==> src/rtl/sar_ctrl_scan_if.sv <==
`default_nettype none
// ============================================================================
// Module   : sar_ctrl_scan_if
// Brief    : Control/status bundle between the scan SAR controller and its host
//            (the host side also models the comparator and the CDAC).
// Revision : 1.0 - initial release
// ============================================================================
interface sar_ctrl_scan_if #(
  parameter int SIZE = 12,
  parameter int NCH  = 4,
  parameter int CH_W = 2
);
  logic            en;
  logic            soc;
  logic            cont;
  logic [NCH-1:0]  chan_mask;
  logic [3:0]      swidth;
  logic            cmp;
  logic            sample_n;
  logic            dac_rst;
  logic [SIZE-1:0] data;
  logic [CH_W-1:0] ch;
  logic            busy;
  logic [SIZE-1:0] result;
  logic [CH_W-1:0] result_ch;
  logic            result_valid;
  logic            eoc;

  modport master (
    output en, soc, cont, chan_mask, swidth, cmp,
    input  sample_n, dac_rst, data, ch, busy, result, result_ch, result_valid, eoc
  );

  modport slave (
    input  en, soc, cont, chan_mask, swidth, cmp,
    output sample_n, dac_rst, data, ch, busy, result, result_ch, result_valid, eoc
  );
endinterface
`default_nettype wire

==> src/rtl/sar_ctrl_scan.sv <==
`default_nettype none
// ============================================================================
// Module   : sar_ctrl_scan
// Brief    : Multi-channel SAR controller: mask-driven scan, single or
//            continuous, tagged results. Optional macro SAR_AVG_EN averages
//            2^AVG_LOG2 conversions per channel.
// Revision : 1.0 - initial release
// ============================================================================
module sar_ctrl_scan #(
  parameter int SIZE     = 12,
  parameter int NCH      = 4,
  parameter int CH_W     = 2,
  parameter int AVG_LOG2 = 2
) (
  input  logic             clk,
  input  logic             rst_n,
  sar_ctrl_scan_if.slave   bus
);

  localparam logic [1:0] c_idle    = 2'd0;
  localparam logic [1:0] c_sample  = 2'd1;
  localparam logic [1:0] c_convert = 2'd2;
  localparam logic [1:0] c_done    = 2'd3;

  localparam logic [SIZE-1:0] c_msb = {1'b1, {(SIZE-1){1'b0}}};

  logic [1:0]      r_state;
  logic [1:0]      w_state_next;
  logic [NCH-1:0]  r_mask;
  logic            r_cont;
  logic [CH_W-1:0] r_ch;
  logic [3:0]      r_scnt;
  logic [SIZE-1:0] r_data;
  logic [SIZE-1:0] r_bit;
  logic [SIZE-1:0] r_result;
  logic [CH_W-1:0] r_result_ch;

  logic            w_start;
  logic [SIZE-1:0] w_code;
  logic [SIZE-1:0] w_final;
  logic            w_avg_last;
  logic            w_next_found;
  logic [CH_W-1:0] w_next_ch;
  logic            w_sample_entry;

  logic            w_sample_n;
  logic            w_dac_rst;
  logic            w_busy;
  logic            w_result_valid;
  logic            w_eoc;

  function automatic logic [CH_W-1:0] lowest(input logic [NCH-1:0] m);
    lowest = '0;
    for (int i = NCH - 1; i >= 0; i--) begin
      if (m[i]) lowest = CH_W'(i);
    end
  endfunction

  assign w_start = bus.en & bus.soc & (|bus.chan_mask);

  // Decision on the current trial bit; lower bits are still zero here.
  assign w_code = bus.cmp ? r_data : (r_data & ~r_bit);

  assign w_sample_entry = (w_state_next == c_sample) && (r_state != c_sample);

  always_comb begin
    w_next_found = 1'b0;
    w_next_ch    = '0;
    for (int i = NCH - 1; i >= 0; i--) begin
      if (r_mask[i] && (i > int'(r_ch))) begin
        w_next_found = 1'b1;
        w_next_ch    = CH_W'(i);
      end
    end
  end

`ifdef SAR_AVG_EN
  localparam int c_acc_w = SIZE + AVG_LOG2;
  localparam int c_cnt_w = (AVG_LOG2 > 0) ? AVG_LOG2 : 1;

  logic [c_acc_w-1:0] r_acc;
  logic [c_cnt_w-1:0] r_avg_cnt;
  logic [c_acc_w-1:0] w_acc_sum;

  assign w_acc_sum  = r_acc + c_acc_w'(w_code);
  assign w_avg_last = (r_avg_cnt == c_cnt_w'((1 << AVG_LOG2) - 1));
  assign w_final    = SIZE'(w_acc_sum >> AVG_LOG2);

  // Sum restarts whenever a new channel begins sampling.
  always_ff @(posedge clk or negedge rst_n) begin
    if (!rst_n) begin
      r_acc     <= '0;
      r_avg_cnt <= '0;
    end else if (w_sample_entry && (r_state != c_convert)) begin
      r_acc     <= '0;
      r_avg_cnt <= '0;
    end else if ((r_state == c_convert) && (w_state_next == c_sample)) begin
      r_acc     <= w_acc_sum;
      r_avg_cnt <= r_avg_cnt + 1'b1;
    end
  end
`else
  logic w_unused_avg;

  assign w_unused_avg = |AVG_LOG2;
  assign w_avg_last   = 1'b1;
  assign w_final      = w_code;
`endif

  // State register
  always_ff @(posedge clk or negedge rst_n) begin
    if (!rst_n) r_state <= c_idle;
    else        r_state <= w_state_next;
  end

  // Next-state logic
  always_comb begin
    w_state_next = r_state;
    case (r_state)
      c_idle: begin
        if (w_start) w_state_next = c_sample;
      end
      c_sample: begin
        if (!bus.en)              w_state_next = c_idle;
        else if (r_scnt == 4'd0)  w_state_next = c_convert;
      end
      c_convert: begin
        if (!bus.en)       w_state_next = c_idle;
        else if (r_bit[0]) w_state_next = w_avg_last ? c_done : c_sample;
      end
      c_done: begin
        if (!bus.en)                    w_state_next = c_idle;
        else if (w_next_found || r_cont) w_state_next = c_sample;
        else                            w_state_next = c_idle;
      end
      default: w_state_next = c_idle;
    endcase
  end

  // Output decode
  always_comb begin
    w_sample_n     = (r_state != c_sample);
    w_dac_rst      = (r_state == c_idle);
    w_busy         = (r_state != c_idle);
    w_result_valid = (r_state == c_done) && bus.en;
    w_eoc          = (r_state == c_done) && bus.en && !w_next_found;
  end

  // Scan bookkeeping, sample timer and successive-approximation register
  always_ff @(posedge clk or negedge rst_n) begin
    if (!rst_n) begin
      r_mask      <= '0;
      r_cont      <= 1'b0;
      r_ch        <= '0;
      r_scnt      <= 4'd0;
      r_data      <= '0;
      r_bit       <= '0;
      r_result    <= '0;
      r_result_ch <= '0;
    end else begin
      if ((r_state == c_idle) && w_start) begin
        r_mask <= bus.chan_mask;
        r_cont <= bus.cont;
        r_ch   <= lowest(bus.chan_mask);
      end else if ((r_state == c_done) && (w_state_next == c_sample)) begin
        r_ch <= w_next_found ? w_next_ch : lowest(r_mask);
      end else if (w_state_next == c_idle) begin
        r_ch <= '0;
      end

      if (w_sample_entry) begin
        r_scnt <= (bus.swidth == 4'd0) ? 4'd0 : (bus.swidth - 4'd1);
      end else if ((r_state == c_sample) && (r_scnt != 4'd0)) begin
        r_scnt <= r_scnt - 4'd1;
      end

      if (w_state_next == c_convert) begin
        if (r_state == c_convert) begin
          r_data <= w_code | (r_bit >> 1);
          r_bit  <= r_bit >> 1;
        end else begin
          r_data <= c_msb;
          r_bit  <= c_msb;
        end
      end else begin
        r_data <= '0;
        r_bit  <= '0;
      end

      if ((r_state == c_convert) && (w_state_next == c_done)) begin
        r_result    <= w_final;
        r_result_ch <= r_ch;
      end
    end
  end

  assign bus.sample_n     = w_sample_n;
  assign bus.dac_rst      = w_dac_rst;
  assign bus.data         = r_data;
  assign bus.ch           = r_ch;
  assign bus.busy         = w_busy;
  assign bus.result       = r_result;
  assign bus.result_ch    = r_result_ch;
  assign bus.result_valid = w_result_valid;
  assign bus.eoc          = w_eoc;

endmodule
`default_nettype wire

==> src/flat_wrapper.sv <==
// flat-port wrapper written by rule: the top's interface ports become plain ports
module sar_ctrl_scan_flat 
#(
  parameter int SIZE     = 12,
  parameter int NCH      = 4,
  parameter int CH_W     = 2,
  parameter int AVG_LOG2 = 2
)
  (clk, rst_n, bus_en, bus_soc, bus_cont, bus_chan_mask, bus_swidth, bus_cmp, bus_sample_n, bus_dac_rst, bus_data, bus_ch, bus_busy, bus_result, bus_result_ch, bus_result_valid, bus_eoc);
  sar_ctrl_scan_if #(.SIZE(SIZE), .NCH(NCH), .CH_W(CH_W)) bus_i ();
  input  logic clk;
  input  logic rst_n;
  input wire logic [$bits(bus_i.en)-1:0] bus_en;
  input wire logic [$bits(bus_i.soc)-1:0] bus_soc;
  input wire logic [$bits(bus_i.cont)-1:0] bus_cont;
  input wire logic [$bits(bus_i.chan_mask)-1:0] bus_chan_mask;
  input wire logic [$bits(bus_i.swidth)-1:0] bus_swidth;
  input wire logic [$bits(bus_i.cmp)-1:0] bus_cmp;
  output wire logic [$bits(bus_i.sample_n)-1:0] bus_sample_n;
  output wire logic [$bits(bus_i.dac_rst)-1:0] bus_dac_rst;
  output wire logic [$bits(bus_i.data)-1:0] bus_data;
  output wire logic [$bits(bus_i.ch)-1:0] bus_ch;
  output wire logic [$bits(bus_i.busy)-1:0] bus_busy;
  output wire logic [$bits(bus_i.result)-1:0] bus_result;
  output wire logic [$bits(bus_i.result_ch)-1:0] bus_result_ch;
  output wire logic [$bits(bus_i.result_valid)-1:0] bus_result_valid;
  output wire logic [$bits(bus_i.eoc)-1:0] bus_eoc;
  assign bus_i.en = bus_en;
  assign bus_i.soc = bus_soc;
  assign bus_i.cont = bus_cont;
  assign bus_i.chan_mask = bus_chan_mask;
  assign bus_i.swidth = bus_swidth;
  assign bus_i.cmp = bus_cmp;
  assign bus_sample_n = bus_i.sample_n;
  assign bus_dac_rst = bus_i.dac_rst;
  assign bus_data = bus_i.data;
  assign bus_ch = bus_i.ch;
  assign bus_busy = bus_i.busy;
  assign bus_result = bus_i.result;
  assign bus_result_ch = bus_i.result_ch;
  assign bus_result_valid = bus_i.result_valid;
  assign bus_eoc = bus_i.eoc;
  sar_ctrl_scan #(.SIZE(SIZE), .NCH(NCH), .CH_W(CH_W), .AVG_LOG2(AVG_LOG2)) u_core (.clk(clk), .rst_n(rst_n), .bus(bus_i));
endmodule
==> config.mk <==
export PLATFORM = sky130hd
export DESIGN_NAME = sar_ctrl_scan_flat
export DESIGN_NICKNAME = d
export VERILOG_FILES = /design/src/rtl/sar_ctrl_scan_if.sv /design/src/rtl/sar_ctrl_scan.sv /design/src/flat_wrapper.sv
export SDC_FILE = /design/constraint.sdc
export NUM_CORES = 1
export LEC_CHECK = 0
export ABC_AREA = 1
export CORE_MARGIN = 1
export CORE_UTILIZATION = 46
export CTS_CLUSTER_DIAMETER = 100
export DETAILED_ROUTE_END_ITERATION = 10
export PLACE_DENSITY = 0.72
export SYNTH_ARGS = -nofsm -noshare
export SYNTH_HDL_FRONTEND = slang
export SYNTH_SLANG_ARGS = --single-unit
==> constraint.sdc <==
create_clock -name clk -period 1.5 [get_ports clk]
set_input_delay 0.3 -clock clk [delete_from_list [all_inputs] [get_ports clk]]
set_output_delay 0.3 -clock clk [all_outputs]
set_load 0.05 [all_outputs]
# Word level (Yosys, flattened, before mapping)
# Index checks and enable logic that the tools add are counted.
# word_totals
input_bits,14
elab_cells,81
regBits,51
out_inout_bits,33
# op_classes
mux,34
reduce_logical,21
order_cmp,3
bitwise,5
n_eq_ne,7
addsub,2
# op_table
op,n
12-bit 2-to-1 mux,5
2-bit 2-to-1 mux,21
12-bit bitwise AND,1
4-bit 2-to-1 mux,3
12-bit inverter,1
12-bit by 11-bit bitwise OR with 12-bit output,1
1-bit logical AND,10
"2-bit equality test, second input constant",4
4-bit zero test,2
2-bit case mux with 4 select lines,1
"4-bit by 1-bit subtractor with 4-bit output, second input constant",2
"2-bit by 1-bit equality test with 1-bit output, second input constant",2
"2-bit > comparator, first input constant",2
2-bit zero test,2
1-bit 2-to-1 mux,4
2-bit nonzero test,2
4-bit nonzero test,1
4-bit OR reduction,1
3-bit nonzero test,1
1-bit bitwise AND,2
"1-bit by 2-bit > comparator with 1-bit output, first input constant",1
"2-bit by 1-bit inequality test with 1-bit output, second input constant",1
1-bit zero test,1
1-bit logical OR,1

# Depth between registers and ports, before layout
# Gate-level depths: netlist of run 1.
# logic_depth
ltp_word,13
mapped_depth,11
depth_no_buf,11

# Least setup slack after synthesis of run 1
# Ideal clock, no wire load.
# synth_path
path_kind,register -> output
startpoint,register u_core.r_state[1]
endpoint,output port bus_eoc
path_buffers,0
setup_slack_ns,-0.531
t_arrival_ns,1.731
stages_incl_launch_ff,4
cell_sequence,dfrtp_1 > inv_2 > nor3_2 > and2_1
# synth_via
elab_chain_len,3
# synth_lines
item,line_no,text
start: declaration,sar_ctrl_scan.sv:27,logic [1:0] r_state;
start signal: assignment,sar_ctrl_scan.sv:112,if (!rst_n) r_state <= c_idle;
start signal: assignment,sar_ctrl_scan.sv:113,else r_state <= w_state_next;
2-bit equality test,n/a,
1-bit logical AND,n/a,
net bus_result_valid,flat_wrapper.sv:26,output wire logic [$bits(bus_i.result_valid)-1:0] bus_result_valid;
1-bit logical AND,sar_ctrl_scan.sv:146,w_eoc = (r_state == c_done) && bus.en && !w_next_found;
end: declaration,flat_wrapper.sv:27,output wire logic [$bits(bus_i.eoc)-1:0] bus_eoc;
# The timed path passes the listed nets, and every way through them passes these cells.

# Final worst setup path of run 1
# layout_path
startpoint,"register u_core.r_ch[1], in the netlist u_core.bus.ch[1]"
endpoint,output port bus_eoc
# layout_via
elab_chain_len,7
# layout_lines
item,line_no,text
start: declaration,sar_ctrl_scan.sv:31,logic [CH_W-1:0] r_ch;
start signal: assignment,sar_ctrl_scan.sv:164,r_ch <= lowest(bus.chan_mask);
start signal: assignment,sar_ctrl_scan.sv:166,r_ch <= w_next_found ? w_next_ch : lowest(r_mask);
2-bit > comparator,sar_ctrl_scan.sv:70,if (r_mask[i] && (i > int'(r_ch))) begin
1-bit logical AND,sar_ctrl_scan.sv:70,
1-bit 2-to-1 mux (2 in series),sar_ctrl_scan.sv:70,
1-bit 2-to-1 mux (*),sar_ctrl_scan.sv:70,
1-bit zero test (*),sar_ctrl_scan.sv:146,
1-bit logical AND (*),sar_ctrl_scan.sv:146,
# Every way passes the cells marked *; elsewhere a longest branch is shown, timed or not.

==> results of run 1 <==
[worst max-delay path, cell delays in order, from the launching register on]
cell     delay (ps)
dfrtp_2         420
nand2_2          90
nand2_2          90
nand2_2          70
a21oi_4         130
and2_4          170
buf_12          130
[per-layer routing]
layer / track usage / share of wire / wire length, um / up-vias
li1: - / - / - / 963
met1: 0.273 / 0.44 / 2420 / 952
met2: 0.326 / 0.52 / 2830 / 45
met3: 0.0444 / 0.027 / 148 / 5
met4: 0.0806 / 0.013 / 72 / 0
met5: 0 / 0 / 0 / -
[layout make-up]
type	count	area, um2	share of cell area
clock inverter	3	18.8	0.00499
sequential	51	1280	0.341
timing repair buffer	83	1150	0.307
tap	67	83.8	0.0223
clock buffer	5	68.8	0.0183
multi-input combinational	152	1010	0.270
inverter	35	139	0.0370
[flip-flops by register name, summed over array words and instances (netlist names)]
name	cells
u_core.bus.data	12
u_core.bus.result	12
u_core.r_bit	12
u_core.r_mask	4
u_core.r_scnt	4
u_core.bus.ch	2
u_core.bus.result_ch	2
u_core.r_state	2
u_core.r_cont	1
[synth_stat cells, types with 3 or more instances]
library cell	n	area (um2)
inv_2	5	18.8
nand4_1	3	18.8
a21oi_2	9	78.8
a21oi_1	5	25.0
o21ai_0	19	95.1
dfrtp_1	51	1280
nand3_1	10	50.1
nor2_1	24	90.1
buf_6	3	33.8
nand2_2	5	31.3
inv_1	30	113
o21ai_1	15	75.1
nand2_1	43	161
[worst min path at each step]
stage	from	endpoint	slack, ps	cells after the start
after global placement	rst_n	u_core.bus.result[2]$_DFFE_PN0P_	310	2
after floorplan	rst_n	u_core.bus.ch[0]$_DFFE_PN0P_	4	0
after global routing	rst_n	u_core.bus.result[2]$_DFFE_PN0P_	530	3
after CTS	rst_n	u_core.bus.result[2]$_DFFE_PN0P_	510	3
final	rst_n	u_core.bus.result[3]$_DFFE_PN0P_	500	3
after detailed placement	rst_n	u_core.bus.result[2]$_DFFE_PN0P_	310	2
[power groups by stage]
stage                     combinational, mW  clock, mW  sequential (mW)
after floorplan                       0.644          0             1.68
after global placement                 1.19          0             1.64
after detailed placement               1.22          0             1.64
after CTS                              1.32      0.802             1.62
after global routing                   1.63      0.861             1.67
final                                  1.50      0.797             1.65
[kinds of logic (layout without fill, tap and decap cells)]
| logic type | Yosys count | after routing | share of synthesized area |
|---|---|---|---|
| and+or+nand+nor | 98 | 98 | 0.218 |
| AOI/OAI and AO/OA | 51 | 51 | 0.131 |
| DFF | 51 | 51 | 0.560 |
| buffers and inverters | 41 | 126 | 0.0785 |
| xor gates and xnor gates | 2 | 2 | 0.00769 |
| adders and majority gates | 1 | 1 | 0.00549 |
[what timing repair did]
action                                  CTS  global route
buffers inserted                          5             7
endpoints found under the setup margin   30            33
endpoints found under the hold margin    51             0
pin swaps                                 5             8
cloned                                    0             1
hold buffers                              1             0
gates resized for setup                  14            41
[stage by stage]
stage | utilization | setup TNS [ps] | area [um2] | worst slack (ps) | power, mW
5_1_grt | 0.791 | -3190 | 3760 | -280 | 4.16
2_1_floorplan | - | -3810 | 2310 | -165 | 2.33
6_report | 0.791 | -1040 | 3760 | -210 | 3.95
3_5_place_dp | 0.704 | -10640 | 3350 | -271 | 2.86
3_3_place_gp | 0.704 | -9290 | 3350 | -233 | 2.83
4_1_cts | 0.743 | -441 | 3530 | -175 | 3.74
[cells in the final DEF, fill, tap and decap left out, types with 11 or more instances in the layout]
cell,instances
nor2_4,11
inv_1,27
dfrtp_1,48
o21ai_0,19
clkdlybuf4s50_1,11
buf_4,23
nor2_1,13
nand2_1,37
buf_12,36
o21ai_1,15
==> results.sh, run 1 <==
export IMPL_maxSlewHeadroom=0.701
export IMPL_antenna_found_initial=0
export IMPL_htree_num_levels=2
export IMPL_worst_r2r_endpoint="u_core.bus.data[5]$_DFF_PN0_"
export IMPL_slew_violations=0
export IMPL_num_antenna_cells=0
export IMPL_cts_buffers=5
export IMPL_r2r_start="u_core.bus.ch[1]$_DFFE_PN0P_"
export IMPL_worstMarginPinSlew_ps=443
export IMPL_io_buffers=46
export IMPL_postSynthCellCount=244
export IMPL_switching_share=0.352
export IMPL_insertion_delay_ps=310
export IMPL_grt_pass1_wl_mm=8.16
export IMPL_syn_nets=259
export IMPL_n_fill_cell=289
export IMPL_vias_per_cell=4.96
export IMPL_detail_route_antenna_nets=0
export IMPL_core_area_um2=4750
export IMPL_reg2reg_depth=8
export IMPL_drt_iter0_drc=124
export IMPL_p_clk_frac=0.202
export IMPL_grt_overflow=0
export IMPL_die_area_um2=5240
export IMPL_finClkSkew_ps=5.26
export IMPL_syn_area_per_cell_um2=9.34
export IMPL_startpoint="u_core.bus.ch[1]$_DFFE_PN0P_"
export IMPL_ys_seq_area_frac=0.560
export IMPL_failed_checks="negative setup slack"
export IMPL_yosys_warnings=0
export IMPL_ff2ff_setup_slack_ps=-50
export IMPL_syn_area_um2=2280
export IMPL_syn_to_final_growth_pct=64.9
export IMPL_start_kind="flop"
export IMPL_grt_pass1_vias=1784
export IMPL_period_share=1.14
export IMPL_ys_flop_type="dfrtp_1"
export IMPL_clock_sinks=51
export IMPL_gp_congestion=0.850
export IMPL_layout_cells_non_filler=396
export IMPL_root_buffer="clkbuf_8"
export IMPL_end_kind="output pin"
export IMPL_routed_wl_mm=5.46
export IMPL_grt_usage=0.204
export IMPL_dieWidth_um=72.4
export IMPL_setup_viol=22
export IMPL_die_h_um=72.4
export IMPL_p_leak_nw=1.68
export IMPL_path_clk_slew_ps=90
export IMPL_switching_power_mw=1.39
export IMPL_hold_class="in2async"
export IMPL_max_cap_violations=0
export IMPL_finalHoldViolCount=0
export IMPL_setup_ws_ps=-210
export IMPL_dp_hpwl_mm=3.52
export IMPL_synth_distinct_cells=30
export IMPL_synth_edf_count=0
export IMPL_power_density_nw_per_um2=1050
export IMPL_grt_max_degree=52
export IMPL_pwr_share_comb=0.381
export IMPL_cts_buffer_depth=2
export IMPL_dr_pass1_iters=4
export IMPL_vias=1965
export IMPL_placed_cells=375
export IMPL_synth_async_reset_ratio=1.00
export IMPL_cts_tree="built"
export IMPL_p_int_mw=2.56
export IMPL_rsz0062_at_grt="true"
export IMPL_cp_endpoint="bus_eoc"
export IMPL_drive_above_1_share=0.413
export IMPL_ys_ff_latch=51
export IMPL_status="finished, violations left"
export IMPL_criticalPathCategory="reg2out"
export IMPL_io_pin_count=47
export IMPL_seq_power_share=0.417
export IMPL_hold_slack_ps=503
export IMPL_timing_fmax_mhz=585
export IMPL_nets=343
export IMPL_crit_fanout=3
export IMPL_vdd_drop_max_mv=0.790
export IMPL_rows=25
export IMPL_required_ps=1200
export IMPL_drc_errors=0
export IMPL_critPathArrivalTime_ps=1410
export IMPL_period_needed_ps=1710
export IMPL_initial_utilization=0.479
export IMPL_routedWlPerCell_um=13.8
Note: power is estimated with default switching activity, not from simulation.
==> run 2: changes to the inputs <==
CORE_UTILIZATION = 54   (was 46)
PLACE_DENSITY = 0.8   (was 0.72)
clock period = 2.1 ns   (was 1.5 ns; I/O delays follow)
==> results.sh, run 2 (synthesis gave the netlist of run 1 again) <==
export IMPL_status="completed"
export IMPL_tns_ps=0
export IMPL_slowest_stage="dfrtp_1"
export IMPL_rsz0062_at_grt="false"
export IMPL_core_area_um2=4030
export IMPL_die_h_um=67.0
export IMPL_vias_per_cell=5.16
export IMPL_grt_pass1_vias=1710
export IMPL_grt_pass1_wl_mm=7.69
export IMPL_worstMarginPinSlew_ps=507
export IMPL_power_density_nw_per_um2=855
export IMPL_post_route_util=0.732
export IMPL_finalHoldViolCount=0
export IMPL_final_cell_mix="51 x dfrtp_1, 43 x nand2_1, 40 x clkdlybuf4s50_1"
export IMPL_grt_max_degree=29
export IMPL_antenna_found_initial=0
export IMPL_timing_fmax_mhz=510
export IMPL_hold_class="reg2reg"
export IMPL_htree_num_levels=2
export IMPL_rows=23
export IMPL_initial_utilization=0.566
export IMPL_power_mw=2.52
export IMPL_cts_buffer_depth=2
export IMPL_dieWidth_um=67.0
export IMPL_slew_violations=0
export IMPL_criticalPathCategory="reg2out"
export IMPL_io_pin_count=47
export IMPL_syn_to_final_growth_pct=29.3
export IMPL_crit_fanout=4
export IMPL_root_buffer="clkbuf_8"
export IMPL_start_kind="flop"
export IMPL_insertion_delay_ps=310
export IMPL_vias=1800
export IMPL_finClkSkew_ps=10.2
export IMPL_dr_pass1_iters=4
export IMPL_drc_errors=0
export IMPL_grt_usage=0.233
export IMPL_max_stage_delay_ps=410
export IMPL_path_clk_slew_ps=90
export IMPL_switching_power_mw=0.850
export IMPL_end_kind="output pin"
export IMPL_clock_sinks=51
export IMPL_p_leak_nw=1.33
export IMPL_vdd_drop_max_mv=0.532
export IMPL_drt_iter0_drc=68
export IMPL_nets=313
export IMPL_period_share=0.933
export IMPL_critPathArrivalTime_ps=1540
export IMPL_max_cap_violations=0
export IMPL_cts_setup_buffers=0
export IMPL_required_ps=1680
export IMPL_period_needed_ps=1960
export IMPL_gp_congestion=0.875
export IMPL_num_antenna_cells=0
export IMPL_detail_route_antenna_nets=0
export IMPL_layout_commonest_cell="dfrtp_1"
export IMPL_cts_tree="built"
export IMPL_io_buffers=46
export IMPL_setup_viol=0
export IMPL_routedWlPerCell_um=12.8
export IMPL_cts_buffers=5
export IMPL_n_fill_cell=316
export IMPL_dp_hpwl_mm=3.34
export IMPL_worstPathCellList="inv_1 > nand3_2 > nand2_1 > a21oi_2 > and2_1 > buf_12"
export IMPL_p_clk_frac=0.274
export IMPL_seq_power_share=0.461
export IMPL_routed_wl_mm=4.47
export IMPL_pwr_share_comb=0.265
export IMPL_switching_share=0.337
export IMPL_grt_overflow=0
export IMPL_maxSlewHeadroom=0.661
export IMPL_p_int_mw=1.67
export IMPL_drive_above_1_share=0.171
export IMPL_die_area_um2=4490
[run 2: cell count changes in the layout (fill, tap and decap cells not counted), moves of 3 or more]
cell and change:
nor2_1 +11, a21oi_4 -3, inv_1 +3, dfrtp_1 +3, nand2_4 -4, nand2_1 +6, clkdlybuf4s50_1 +29, nor2_4 -10
buf_4 -14, buf_12 -34, dfrtp_2 -3, buf_6 -9
[run 2: power by group through the flow]
stage / Clock, mW / Combinational (mW) / Sequential (mW)
floorplan: 0 / 0.442 / 1.20
global placement: 0 / 0.643 / 1.17
detailed placement: 0 / 0.663 / 1.17
CTS: 0.706 / 0.665 / 1.16
global route: 0.753 / 0.741 / 1.17
finish: 0.692 / 0.667 / 1.16
[run 2: timing repair]
item | 4_1_cts | 5_1_grt
hold buffers | 1 | 0
setup endpoints to repair | 0 | 1
gates resized for setup | 0 | 2
endpoints found under the hold margin | 12 | 0
[run 2: worst paths after layout]
check	cells after the start	endpoint	startpoint	slack (ps)
min in group asynchronous	2	u_core.bus.result[1]$_DFFE_PN0P_	rst_n	520
setup / recovery	6	bus_eoc	u_core.bus.ch[1]$_DFFE_PN0P_	140
max in group asynchronous	3	u_core.r_state[0]$_DFF_PN0_	rst_n	1000
hold reg to reg	2	u_core.bus.result[3]$_DFFE_PN0P_	u_core.bus.result[3]$_DFFE_PN0P_	490
hold / removal	2	u_core.bus.result[3]$_DFFE_PN0P_	u_core.bus.result[3]$_DFFE_PN0P_	490
setup reg to reg	8	u_core.bus.data[1]$_DFF_PN0_	u_core.r_scnt[0]$_DFFE_PN0P_	280
[run 2: stage by stage]
stage / hold slack [ps] / cells / cell area (um2) / setup slack, ps
after floorplan: 124 / 244 / 2290 / 70.9
after detailed placement: 327 / 340 / 2810 / 126
after CTS: 500 / 349 / 2940 / 78.4
final: 493 / 349 / 2950 / 140
after global routing: 525 / 349 / 2950 / 9.51
after global placement: 324 / 340 / 2810 / 151
[run 2: layout make-up]
class	count	area, um2	area share
Clock buffer	5	68.8	0.0233
Tap cell	50	62.6	0.0212
Inverter	35	131	0.0446
Timing Repair Buffer	53	523	0.177
Sequential cell	51	1280	0.433
Clock inverter	3	46.3	0.0157
Multi-Input combinational cell	152	840	0.285
[run 2: layer usage]
metal	track usage	wire length [um]
met3	0.0599	218
met2	0.381	2190
met4	0.0824	58
met1	0.297	2000
met5	0	0
[run 2: worst max-delay path, delay by kind of cell (launching register included)]
kind,cells,cell delay [ps]
and+or+nand+nor,3,400
AOI/OAI and AO/OA,1,150
buffers and inverters,2,270
DFF,1,410
==> run 3: changes to the inputs <==
clock period = 2.4 ns   (was 2.1 ns; I/O delays follow)
==> results.sh, run 3 (synthesis gave the netlist of run 1 again) <==
export IMPL_die_area_um2=4490
export IMPL_start_kind="flop"
export IMPL_core_area_um2=4030
export IMPL_rows=23
export IMPL_finalHoldViolCount=0
export IMPL_status="completed"
export IMPL_gp_congestion=0.908
export IMPL_cts_buffer_depth=2
export IMPL_hold_slack_ps=161
export IMPL_hold_class="in2async"
export IMPL_place_ws_ps=150
export IMPL_finClkSkew_ps=5.72
export IMPL_crit_cells=4
export IMPL_cts_buffers=5
export IMPL_p_int_mw=1.41
export IMPL_tns_ps=0
export IMPL_io_buffers=46
export IMPL_criticalPathCategory="reg2out"
export IMPL_end_kind="output pin"
export IMPL_clock_sinks=51
export IMPL_setup_viol=0
export IMPL_slew_violations=0
export IMPL_rsz0062_at_grt="false"
export IMPL_pwr_share_comb=0.269
export IMPL_cp_endpoint="bus_sample_n"
export IMPL_drt_iter0_drc=86
export IMPL_top_layer_used="met4"
export IMPL_wl_met2_mm=1.95
export IMPL_initial_utilization=0.566
export IMPL_p_leak_nw=1.30
export IMPL_grt_pass1_vias=1599
export IMPL_detail_route_antenna_nets=0
export IMPL_worst_r2r_endpoint="u_core.bus.data[1]$_DFF_PN0_"
export IMPL_dr_wl_met3_um=180
export IMPL_period_share=0.965
export IMPL_cp_num_buf_inv=3
export IMPL_grt_overflow=0
export IMPL_antenna_found_initial=0
export IMPL_syn_to_final_growth_pct=27.7
export IMPL_routed_wl_mm=4.06
export IMPL_maxSlewHeadroom=0.641
export IMPL_dr_pass1_iters=4
export IMPL_final_cell_mix="51 x dfrtp_1, 43 x nand2_1, 43 x clkdlybuf4s50_1"
export IMPL_seq_power_share=0.480
export IMPL_max_stage_delay_ps=820
export IMPL_seqCellArea_um2=1280
export IMPL_crit_path_frequent_cell="inv_2"
export IMPL_worstPathCellList="inv_2 > nor2_4 > inv_2 > clkdlybuf4s50_1"
export IMPL_setup_ws_ps=85.2
export IMPL_switching_share=0.329
export IMPL_insertion_delay_ps=290
export IMPL_max_cap_violations=0
export IMPL_fin_area_um2=2910
export IMPL_slowest_stage="clkdlybuf4s50_1"
export IMPL_drc_errors=0
export IMPL_grt_usage=0.220
export IMPL_vias_per_cell=5.03
export IMPL_htree_num_levels=2
export IMPL_dp_hpwl_mm=3.06
export IMPL_switching_power_mw=0.692
export IMPL_grt_max_degree=29
export IMPL_dieWidth_um=67.0
export IMPL_nets=311
export IMPL_die_h_um=67.0
export IMPL_cts_setup_buffers=0
export IMPL_drive_above_1_share=0.152
export IMPL_ctsHoldBuffers=0
export IMPL_timing_fmax_mhz=432
export IMPL_ff2ff_setup_slack_ps=700
export IMPL_placedInstanceArea_um2=2810
export IMPL_root_buffer="clkbuf_8"
export IMPL_crit_family="buffers and inverters"
export IMPL_n_fill_cell=316
export IMPL_grt_pass1_wl_mm=7.23
export IMPL_startpoint="u_core.r_state[0]$_DFF_PN0_"
export IMPL_p_clk_frac=0.251
export IMPL_cts_tree="built"
export IMPL_layout_commonest_cell="dfrtp_1"
export IMPL_cts_resized=0
export IMPL_multiInputGateArea_um2=825
export IMPL_routedWlPerCell_um=11.7
export IMPL_crit_fanout=5
export IMPL_critPathArrivalTime_ps=1830
export IMPL_wl_met1_mm=1.90
export IMPL_worstMarginPinSlew_ps=538
export IMPL_io_pin_count=47
export IMPL_r2r_start="u_core.r_scnt[0]$_DFFE_PN0P_"
export IMPL_reg2reg_depth=9
export IMPL_required_ps=1920
export IMPL_period_needed_ps=2310
export IMPL_num_antenna_cells=0
export IMPL_power_density_nw_per_um2=722
export IMPL_vias=1745
export IMPL_vdd_drop_max_mv=0.514
export IMPL_path_clk_slew_ps=90
-- run 3: area by class of cell --
type | instances | area share
timing repair buffer | 51 | 0.176
tap | 50 | 0.0215
inverter | 35 | 0.0451
sequential | 51 | 0.438
multi-input combinational | 152 | 0.283
clock inverter | 1 | 0.00258
clock buffer | 7 | 0.0331
-- run 3: routing by layer --
layer	up-vias	track usage
met2	44	0.343
met4	0	0.0957
met3	2	0.0428
met5	-	0
li1	893	-
met1	806	0.295
-- run 3: through the flow --
| stage | power [mW] | utilization | cells |
|---|---|---|---|
| 2_1_floorplan | 1.43 | - | 244 |
| 3_3_place_gp | 1.59 | 0.697 | 339 |
| 3_5_place_dp | 1.59 | 0.697 | 339 |
| 4_1_cts | 2.13 | 0.723 | 347 |
| 5_1_grt | 2.26 | 0.723 | 347 |
| 6_report | 2.10 | 0.723 | 347 |
-- run 3: power by group through the flow --
stage,combinational (mW),clock [mW],sequential (mW)
2_1_floorplan,0.385,0,1.05
3_5_place_dp,0.569,0,1.03
3_3_place_gp,0.562,0,1.02
5_1_grt,0.650,0.590,1.02
4_1_cts,0.573,0.553,1.01
6_report,0.566,0.527,1.01
-- run 3: how the worst min path moves through the flow --
stage                                        startpoint                             endpoint  slack (ps)  cells past startpoint
finish                                            rst_n            u_core.r_bit[2]$_DFF_PN0_         160                      1
global route                                      rst_n            u_core.r_bit[2]$_DFF_PN0_         190                      1
global placement       u_core.bus.result[6]$_DFFE_PN0P_     u_core.bus.result[6]$_DFFE_PN0P_         470                      2
floorplan                                         rst_n         u_core.bus.ch[0]$_DFFE_PN0P_         180                      0
detailed placement  u_core.bus.result_ch[0]$_DFFE_PN0P_  u_core.bus.result_ch[0]$_DFFE_PN0P_         480                      2
CTS                                               rst_n         u_core.bus.data[2]$_DFF_PN0_         170                      1
